### src/rtl/strip_driver.sv
// WS2812-style strip driver: buffers 24-bit GRB pixel words in a FIFO and serialises
// them MSB-first on dout, followed by a low latch gap.
//
// state   | meaning
// S_IDLE  | line low, waiting for show with pixels queued
// S_LOAD  | pop FIFO head into the shift register (one low cycle)
// S_HIGH  | high part of the current bit (T1H for a 1, T0H for a 0)
// S_LOW   | low remainder of the bit; picks next bit, next pixel or latch gap
// S_RESET | low latch gap of RESET_CYC cycles
module strip_driver #(
  parameter int DEPTH     = 16,
  parameter int T0H       = 4,
  parameter int T1H       = 8,
  parameter int TBIT      = 12,
  parameter int RESET_CYC = 600
) (
  input  logic                     clk,
  input  logic                     rst,
  input  logic                     wr_en,
  input  logic [23:0]              wr_data,
  input  logic                     show,
  input  logic                     clr_ovf,
  output logic                     full,
  output logic                     empty,
  output logic [$clog2(DEPTH):0]   level,
  output logic                     busy,
  output logic                     overflow,
  output logic                     dout
);

  localparam int AW   = $clog2(DEPTH);
  localparam int CMAX = (RESET_CYC > TBIT) ? RESET_CYC : TBIT;
  localparam int CW   = $clog2(CMAX + 1);

  generate
    if ((DEPTH < 2) || ((1 << AW) != DEPTH))
      $error("strip_driver: DEPTH must be a power of two and at least 2");
    if (!((T0H > 0) && (T0H < T1H) && (T1H < TBIT)))
      $error("strip_driver: bit timing requires 0 < T0H < T1H < TBIT");
    if (RESET_CYC < 1)
      $error("strip_driver: RESET_CYC must be at least 1");
  endgenerate

  typedef enum logic [2:0] {
    S_IDLE,
    S_LOAD,
    S_HIGH,
    S_LOW,
    S_RESET
  } state_t;

  state_t          state;
  logic [23:0]     mem [DEPTH];
  logic [AW-1:0]   rd_ptr;
  logic [AW-1:0]   wr_ptr;
  logic            push;
  logic            pop;
  logic [23:0]     shift;
  logic [4:0]      bitcnt;
  logic [CW-1:0]   cnt;

  assign full  = (level == (AW+1)'(DEPTH));
  assign empty = (level == '0);
  assign busy  = (state != S_IDLE);
  // A write while full is dropped even if LOAD frees a slot in the same cycle.
  assign push  = wr_en && !full;
  assign pop   = (state == S_LOAD);

  function automatic logic [CW-1:0] high_cnt(input logic b);
    return b ? CW'(T1H - 1) : CW'(T0H - 1);
  endfunction

  function automatic logic [CW-1:0] low_cnt(input logic b);
    return b ? CW'(TBIT - T1H - 1) : CW'(TBIT - T0H - 1);
  endfunction

  always_ff @(posedge clk) begin
    if (push) mem[wr_ptr] <= wr_data;
  end

  always_ff @(posedge clk) begin
    if (!rst) begin
      rd_ptr   <= '0;
      wr_ptr   <= '0;
      level    <= '0;
      overflow <= 1'b0;
    end else begin
      if (push) wr_ptr <= wr_ptr + AW'(1);
      if (pop)  rd_ptr <= rd_ptr + AW'(1);
      case ({push, pop})
        2'b10:   level <= level + (AW+1)'(1);
        2'b01:   level <= level - (AW+1)'(1);
        default: level <= level;
      endcase
      if (wr_en && full)
        overflow <= 1'b1;
      else if (clr_ovf)
        overflow <= 1'b0;
    end
  end

  // Timers are down-counters loaded with length-1; the phase ends when they reach zero.
  always_ff @(posedge clk) begin
    if (!rst) begin
      state  <= S_IDLE;
      shift  <= '0;
      bitcnt <= '0;
      cnt    <= '0;
      dout   <= 1'b0;
    end else begin
      case (state)
        S_IDLE: begin
          dout <= 1'b0;
          if (show && !empty) state <= S_LOAD;
        end
        S_LOAD: begin
          shift  <= mem[rd_ptr];
          bitcnt <= 5'd23;
          cnt    <= high_cnt(mem[rd_ptr][23]);
          dout   <= 1'b1;
          state  <= S_HIGH;
        end
        S_HIGH: begin
          if (cnt == '0) begin
            cnt   <= low_cnt(shift[23]);
            dout  <= 1'b0;
            state <= S_LOW;
          end else begin
            cnt <= cnt - CW'(1);
          end
        end
        S_LOW: begin
          if (cnt == '0) begin
            if (bitcnt != 5'd0) begin
              shift  <= {shift[22:0], 1'b0};
              bitcnt <= bitcnt - 5'd1;
              cnt    <= high_cnt(shift[22]);
              dout   <= 1'b1;
              state  <= S_HIGH;
            end else if (!empty) begin
              state <= S_LOAD;
            end else begin
              cnt   <= CW'(RESET_CYC - 1);
              state <= S_RESET;
            end
          end else begin
            cnt <= cnt - CW'(1);
          end
        end
        S_RESET: begin
          dout <= 1'b0;
          if (cnt == '0)
            state <= S_IDLE;
          else
            cnt <= cnt - CW'(1);
        end
        default: begin
          dout  <= 1'b0;
          state <= S_IDLE;
        end
      endcase
    end
  end

endmodule
### config.mk
export PLATFORM = sky130hd
export DESIGN_NAME = strip_driver
export DESIGN_NICKNAME = d
export VERILOG_FILES = /design/src/rtl/strip_driver.sv
export SDC_FILE = /design/constraint.sdc
export NUM_CORES = 1
export LEC_CHECK = 0
export CORE_UTILIZATION = 28
export DETAILED_ROUTE_END_ITERATION = 10
export GPL_TIMING_DRIVEN = 0
export HOLD_SLACK_MARGIN = 0.03
export PLACE_DENSITY = 0.52
export SLEW_MARGIN = 20
export SYNTH_ARGS = -nofsm -noshare
export SYNTH_HDL_FRONTEND = slang
export SYNTH_SLANG_ARGS = --single-unit
### constraint.sdc
create_clock -name clk -period 5.02 [get_ports clk]
set_input_delay 1.506 -clock clk [delete_from_list [all_inputs] [get_ports clk]]
set_output_delay 1.506 -clock clk [all_outputs]
set_load 0.03 [all_outputs]
==> results of run 1 <==
[final cells by class]
| type | count | area [µm²] |
|---|---|---|
| Clock buffer | 64 | 1260 |
| Sequential cell | 445 | 12800 |
| Multi-Input combinational cell | 418 | 4600 |
| Clock inverter | 21 | 214 |
| Fill cell | 5862 | 40800 |
| Inverter | 15 | 56.3 |
| Buffer | 52 | 283 |
| Tap cell | 837 | 1050 |
| Timing Repair Buffer | 67 | 827 |
[sequential cells by signal (all words and copies together), names as in the netlist, named ones only]
signal,count
bitcnt,5
cnt,10
dout,1
level,5
mem,384
overflow,1
rd_ptr,4
shift,24
state,3
wr_ptr,4
[synth_stat cells (3+ instances only)]
master	count	area, µm²
buf_4	3	22.5
buf_2	12	60.1
mux4_2	119	2680
nor2b_1	3	18.8
or3_1	4	25.0
ha_1	13	163
edfxtp_1	384	11500
a31oi_1	6	37.5
buf_6	3	33.8
o21ai_1	15	75.1
nand2b_1	4	25.0
nand3_1	6	30.0
o32ai_1	4	35.0
a21oi_1	46	230
mux2i_1	4	40.0
clkbuf_1	28	105
nor3_1	22	110
xnor2_1	4	35.0
xor2_1	9	78.8
nor4_1	7	43.8
nand4_1	3	18.8
nor2_1	57	214
nor4_2	5	62.6
o21ai_0	8	40.0
o31ai_1	4	30.0
a22oi_1	6	45.0
dfxtp_1	61	1220
buf_1	3	11.3
nand2_1	37	139
inv_1	14	52.6
[metrics by stage]
stage          std cells  worst slack (ns)
5_1_grt             1919             0.771
2_1_floorplan        930             0.730
4_1_cts             1919             0.829
6_report            1919             0.837
3_3_place_gp        1805             -2.76
3_5_place_dp        1834             0.553
[how the worst max path moves through the flow]
stage | cells past startpoint | slack, ns | endpoint
2_1_floorplan | 3 | 0.73 | mem[3][0]$_DFFE_PP_
3_3_place_gp | 4 | -2.76 | mem[2][4]$_DFFE_PP_
3_5_place_dp | 7 | 0.55 | mem[3][19]$_DFFE_PP_
4_1_cts | 3 | 0.83 | empty
5_1_grt | 3 | 0.77 | empty
6_report | 3 | 0.84 | empty
[cells in the final DEF (no fill, tap or decap), drive strengths merged, types with 3 or more instances in the layout]
master         instances
o32ai                  4
clkinv                16
a31oi                  6
clkbuf                94
nand4                  3
xor2                   9
clkdlybuf4s50         38
o31ai                  5
or3                    4
a21oi                 46
nand3                  6
nor2b                  3
dfxtp                 61
nor3                  22
xnor2                  4
mux2i                  4
bufinv                 3
inv                   15
nor2                  58
a22oi                  6
nand2                 37
buf                   50
or4                    3
o21ai                 23
edfxtp               384
mux4                 119
ha                    13
nand2b                 4
nor4                  12
[report_power, final]
| part | switching, mW | leakage, nW | internal (mW) |
|---|---|---|---|
| Sequential | 0.125 | 3.97 | 4.22 |
| Clock | 1.43 | 0.708 | 1.92 |
| Combinational | 1.23 | 1.83 | 0.963 |
| Total | 2.79 | 6.50 | 7.11 |
[routing by layer]
layer | global-route usage [%] | vias to the layer above
met4 | 4.66 | 4
met5 | 0 | -
met3 | 2.21 | 69
li1 | - | 4010
met1 | 19.9 | 4829
met2 | 20.8 | 255
[cells by family (layout without fill, tap and decap cells)]
logic type | Yosys count | in the layout | synth area share (%)
AND/OR/NAND/NOR | 164 | 164 | 4.68
AO/OA/AOI/OAI | 104 | 104 | 3.68
buffers and inverters | 67 | 219 | 1.91
flip-flops | 445 | 445 | 72.6
adder cells (fa/ha/maj) | 14 | 14 | 1.04
XOR/XNOR | 13 | 13 | 0.648
multiplexers | 123 | 123 | 15.5
[worst reg2reg max path, cell delays in order (launching register included)]
cell      delay, ns
dfxtp_1        0.30
clkbuf_1       0.31
inv_1          0.17
or3_1          0.42
clkinv_1       0.24
ha_1           0.29
inv_1          0.10
fa_1           0.38
nor2b_1        0.17
o21ai_0        0.13
and3_1         0.21
or4_1          0.39
a21oi_1        0.14
==> PnR_summary.wiki, run 1 <==
{| class="wikitable"
! Metric !! Value
|-
| Worst VDD drop || 278 µV
|-
| Overall power || 9.89 mW
|-
| Clock insertion delay at the later pin of the skew report || 0.59 ns
|-
| Number of vias per cell after detailed routing || 4.78
|-
| Util after Layout || 34.0%
|-
| DIE AREA || 63800 µm²
|-
| CP Launch Type || register
|-
| Wire length of the first global-routing pass || 63200 µm
|-
| Unique cell type count in the Yosys netlist || 59
|-
| Transition time at the pin with the least slew margin || 1.10 ns
|-
| Count of buffering cells on the critical path with inverters included || 1
|-
| Synth Area per Inst || 18.9 µm²
|-
| Synth-to-layout area growth || 19.7%
|-
| Number of endpoints with negative hold slack in the final report || 0
|-
| Post-CTS Repair Setup Buffers || 0
|-
| Met1 Routed Length || 19900 µm
|-
| Number of synthesized flops with an enable pin || 384
|-
| Vias in the first global route || 9275
|-
| Number of port buffers || 38
|-
| Reg2Reg Capture Point || level[4]$_SDFFE_PN0P_
|-
| Final nets || 1089
|-
| CP max stage cell || clkdlybuf4s50_1
|-
| Critical path, cell by cell || or4_4 -> nor2_1 -> clkdlybuf4s50_1
|-
| Number of cells on the worst reg-to-reg path || 12
|-
| Net count after synthesis || 973
|-
| Total power per unit cell area || 470 nW/µm²
|-
| Level count of the clock H-tree || 2
|-
| Clock Skew || 0.0232 ns
|-
| Worst flop-to-flop path startpoint || state[0]$_SDFFE_PN0P_
|-
| Number of maximum-capacitance violations || 0
|-
| Final weighted congestion in routability-driven placement || 0.814
|-
| Total track usage || 13.7%
|-
| Antenna viol nets, final || 0
|-
| Number of clock buffers inserted by TritonCTS || 47
|-
| Core footprint || 61800 µm²
|-
| Clock Tree Root || clkbuf_16
|-
| Proportion of layout cells with a drive suffix above 1 || 24.4%
|-
| Buffers from clock root to sink, at most || 3
|-
| Part of the Yosys area used for sequential elements || 72.6%
|-
| DRT iter0 DRCs || 764
|-
| R2R setup slack || 1.72 ns
|-
| Final routed wire length divided by cell count || 22.2 µm
|-
| Initial core utilization || 28.4%
|-
| Via count of the routed design || 9167
|-
| Minimum hold slack || 0.483 ns
|-
| Run status || completed
|-
| Crit path capture type || output port
|-
| Worst path arrival time || 2.68 ns
|-
| Clock tree from TritonCTS || yes
|-
| Type of the worst min-delay path || register to register
|-
| Worst Hold Depth || 1
|-
| Number of flip-flops and latches in the synthesized netlist || 445
|-
| Shortest clock period the worst path allows after layout || 4.18 ns
|-
| Top layer in use || met5
|-
| Pin count of the biggest net entering global routing || 17
|-
| Post-DP HPWL || 27800 µm
|-
| Total setup violations reported at the end of the flow || 0
|-
| First-pass detailed-route iteration total || 6
|-
| Post-Syn Instances || 930
|-
| Setup repair after global routing missed its margin || no
|-
| Hold path endpoint || cnt[8]$_SDFFE_PN0P_
|-
| Worst-path clk slew || 0.06 ns
|-
| Diode insertion count for antenna repair || 0
|-
| Highest cell delay on the worst timing path || 0.78 ns
|-
| Required time at the endpoint of the critical path || 3.51 ns
|-
| Sum of overflow across all layers after global routing || 0
|-
| Family with the most delay on the worst path || simple AND/OR/NAND/NOR gates
|-
| Top achievable clock speed || 239 MHz
|-
| Worst slew margin || 26.8%
|-
| Netlist area before placement || 17600 µm²
|-
| Final routed DRC violation total || 0
|-
| Crit share post-route || 83.3%
|-
| Total detailed-routing wirelength || 42700 µm
|-
| Met3 wire length || 2250 µm
|-
| Final-report max-slew violation count || 0
|-
| Leakage Power || 6.50 nW
|-
| Start point of the worst min-delay path || cnt[8]$_SDFFE_PN0P_
|-
| Synth async-reset ratio || 0%
|-
| Number of antenna violations at the first check in global routing || 2
|-
| Top-level I/O count || 39
|-
| Floorplan die width || 253 µm
|-
| Post-route standard cell area excluding fillers || 21000 µm²
|-
| Routed length on met2 || 19400 µm
|-
| Highest fanout seen on the critical path || 6
|-
| Standard-cell row count || 91
|-
| CTS resizes || 0
|-
| Clock sink count || 445
|-
| Warnings, synthesis || 0
|-
| Area post-placement || 19600 µm²
|-
| Setup TNS || 0 ns
|-
| Number of buffers inserted for hold repair after clock tree synthesis || 0
|-
| Vert. Die Dim || 253 µm
|-
| Start point of the critical path || level[1]$_SDFFE_PN0P_
|-
| Ys flop type || edfxtp_1
|-
| WS Path Type || register to output port
|}
No activity file was read; power rests on OpenSTA's default activity.
==> run 2: changes to the inputs <==
==> constraint.sdc (replaced) <==
create_clock -name clk -period 4.2 [get_ports clk]
set_input_delay 1.26 -clock clk [delete_from_list [all_inputs] [get_ports clk]]
set_output_delay 1.26 -clock clk [all_outputs]
set_load 0.03 [all_outputs]
==> results of run 2 <==
The final DEF is identical to that of run 1. Status: completed.
Main changes from that run: setup slack after placement 0.553 ns -> -0.0206 ns; setup slack after layout 0.837 ns -> 0.263 ns; register-to-register setup slack 1.72 ns -> 0.90 ns; total power 9.89 mW -> 11.8 mW; worst IR drop on VDD 278 µV -> 333 µV
==> run 3: changes to the inputs <==
--- a/config.mk
+++ b/config.mk
@@ -5,11 +5,13 @@
 export SDC_FILE = /design/constraint.sdc
 export NUM_CORES = 1
 export LEC_CHECK = 0
+export CELL_PAD_IN_SITES_DETAIL_PLACEMENT = 0
+export CELL_PAD_IN_SITES_GLOBAL_PLACEMENT = 2
 export CORE_UTILIZATION = 28
 export DETAILED_ROUTE_END_ITERATION = 10
 export GPL_TIMING_DRIVEN = 0
 export HOLD_SLACK_MARGIN = 0.03
-export PLACE_DENSITY = 0.52
+export PLACE_DENSITY = 0.58
 export SLEW_MARGIN = 20
 export SYNTH_ARGS = -nofsm -noshare
 export SYNTH_HDL_FRONTEND = slang
==> run 3 against run 2 <==
Compared with the run above:
- power rose by 0.80%
- clock power rose by 1%
- first-iteration DRC count fell by 13%
- critical path depth did not move
- sequential cell count did not move
- via count fell by 1.3%
- sequential power barely moved
- sequential share of layout area fell by 0.29 points
- clock-buffer cell count rose by 4
- critical path type unchanged
- register-to-register slack got worse by 0.08 ns
==> PnR_summary.wiki, run 3 (synthesis gave the netlist of run 1 again) <==
{| class="wikitable"
! Metric !! Value
|-
| Run status || completed
|-
| Shortest clock period the worst path allows after layout || 3.98 ns
|-
| Met3 layer usage reported by global route || 2.43%
|-
| Top achievable clock speed || 251 MHz
|-
| Sum of overflow across all layers after global routing || 0
|-
| Pin count of the biggest net entering global routing || 17
|-
| Top reg by flops || mem
|-
| Clock sink count || 445
|-
| DRT iter0 DRCs || 661
|-
| Cell Count, Final, Fillers Out || 1927
|-
| Vias in the first global route || 9428
|-
| Minimum hold slack || 0.468 ns
|-
| Number of endpoints with negative hold slack in the final report || 0
|-
| Clock tree from TritonCTS || yes
|-
| Highest cell delay on the worst timing path || 0.77 ns
|-
| Setup repair after global routing missed its margin || no
|-
| Number of vias per cell after detailed routing || 4.69
|-
| Standard-cell row count || 91
|-
| Worst-path clk slew || 0.06 ns
|-
| Most Used Layer, Global Route || met2
|-
| WS Path Type || register to output port
|-
| Type of the worst min-delay path || register to register
|-
| Final routed wire length divided by cell count || 23.0 µm
|-
| Top-level I/O count || 39
|-
| Level count of the clock H-tree || 2
|-
| First-pass detailed-route iteration total || 4
|-
| Number of port buffers || 38
|-
| Transition time at the pin with the least slew margin || 1.14 ns
|-
| Most common cell after layout, fill and taps aside || edfxtp_1
|-
| Leakage Power || 6.55 nW
|-
| Max reg flops || 384
|-
| Core footprint || 61800 µm²
|-
| Number of antenna violations at the first check in global routing || 1
|-
| Clock Tree Root || clkbuf_16
|-
| Post-CTS Repair Setup Buffers || 0
|-
| Critical path, cell by cell || or4_4 -> nor2_1 -> clkdlybuf4s50_1
|-
| Buffers from clock root to sink, at most || 3
|-
| Worst path arrival time || 2.72 ns
|-
| Final nets || 1093
|-
| Crit path capture type || output port
|-
| Setup TNS || 0 ns
|-
| Initial core utilization || 28.4%
|-
| Clock insertion delay at the later pin of the skew report || 0.58 ns
|-
| Final-report max-slew violation count || 0
|-
| Worst slew margin || 23.8%
|-
| Highest fanout seen on the critical path || 6
|-
| Number of buffers inserted for hold repair after clock tree synthesis || 0
|-
| Global routing usage on met1 || 19.2%
|-
| Crit share post-route || 94.8%
|-
| CTS resizes || 0
|-
| Vert. Die Dim || 253 µm
|-
| Clock Skew || 0.0171 ns
|-
| Post-placement cell count || 1836
|-
| Total detailed-routing wirelength || 44300 µm
|-
| Via count of the routed design || 9044
|-
| Post-DP HPWL || 29300 µm
|-
| Final routed DRC violation total || 0
|-
| CP max stage cell || clkdlybuf4s50_1
|-
| Number of clock buffers inserted by TritonCTS || 49
|-
| Floorplan die width || 253 µm
|-
| Global routing met2 resource utilization || 24.0%
|-
| Total track usage || 14.3%
|-
| Largest registers ranked by flip-flop count || mem: 384 flops, shift: 24 flops, cnt: 10 flops
|-
| Proportion of layout cells with a drive suffix above 1 || 25.2%
|-
| Top library cells by usage in the layout, fill and taps aside || 384 x edfxtp_1, 119 x mux4_2, 61 x dfxtp_1, 49 x clkbuf_16, 46 x a21oi_1
|-
| Required time at the endpoint of the critical path || 2.94 ns
|-
| Number of maximum-capacitance violations || 0
|-
| Antenna viol nets, final || 0
|-
| Wire length of the first global-routing pass || 65500 µm
|-
| Total power per unit cell area || 564 nW/µm²
|-
| DIE AREA || 63800 µm²
|-
| Diode insertion count for antenna repair || 0
|-
| Worst VDD drop || 307 µV
|-
| Synth-to-layout area growth || 20.3%
|-
| CP Launch Type || register
|-
| Total setup violations reported at the end of the flow || 0
|-
| Final weighted congestion in routability-driven placement || 0.716
|}
-- run 3: layout make-up --
class | instances | area [µm²]
fill | 5872 | 40700
sequential | 445 | 12800
multi-input combinational | 418 | 4600
clock buffer | 68 | 1340
tap | 837 | 1050
timing repair buffer | 69 | 903
buffer | 52 | 283
clock inverter | 23 | 164
inverter | 15 | 56.3
-- run 3: worst paths after layout --
check | slack [ns] | end | startpoint | cells after the start
hold / removal | 0.47 | cnt[8]$_SDFFE_PN0P_ | cnt[8]$_SDFFE_PN0P_ | 1
hold reg to reg | 0.47 | cnt[8]$_SDFFE_PN0P_ | cnt[8]$_SDFFE_PN0P_ | 1
setup reg to reg | 0.82 | level[4]$_SDFFE_PN0P_ | state[0]$_SDFFE_PN0P_ | 12
setup / recovery | 0.22 | empty | level[1]$_SDFFE_PN0P_ | 3
-- run 3: report_power, final --
part	internal, mW	switching, mW
Sequential	5.04	0.147
Clock	2.29	1.76
Combinational	1.16	1.51
-- run 3: worst max-delay path: cells and delay by family, from the launching register on --
kind / cells / cell delay, ns
buffers and inverters: 1 / 0.77
AND/OR/NAND/NOR: 2 / 1.00
flip-flops: 1 / 0.36
-- run 3: routing by layer --
| layer | vias up | wire [µm] | part of all wire, % |
|---|---|---|---|
| li1 | 4024 | - | - |
| met1 | 4797 | 19900 | 45 |
| met2 | 162 | 21900 | 49 |
| met3 | 59 | 1670 | 3.8 |
| met4 | 2 | 873 | 2.0 |
| met5 | - | 13 | 0.029 |
-- run 3: per-stage QoR --
stage / total power, mW / setup slack, ns / util (%) / area, µm²
after floorplan: 7.13 / 0.156 / - / 17600
after global placement: 7.98 / -3.47 / 30.7 / 19000
after detailed placement: 8.00 / -0.223 / 31.8 / 19600
after CTS: 12.1 / 0.135 / 34.2 / 21100
after global routing: 12.5 / 0.0466 / 34.2 / 21100
final: 11.9 / 0.216 / 34.2 / 21100
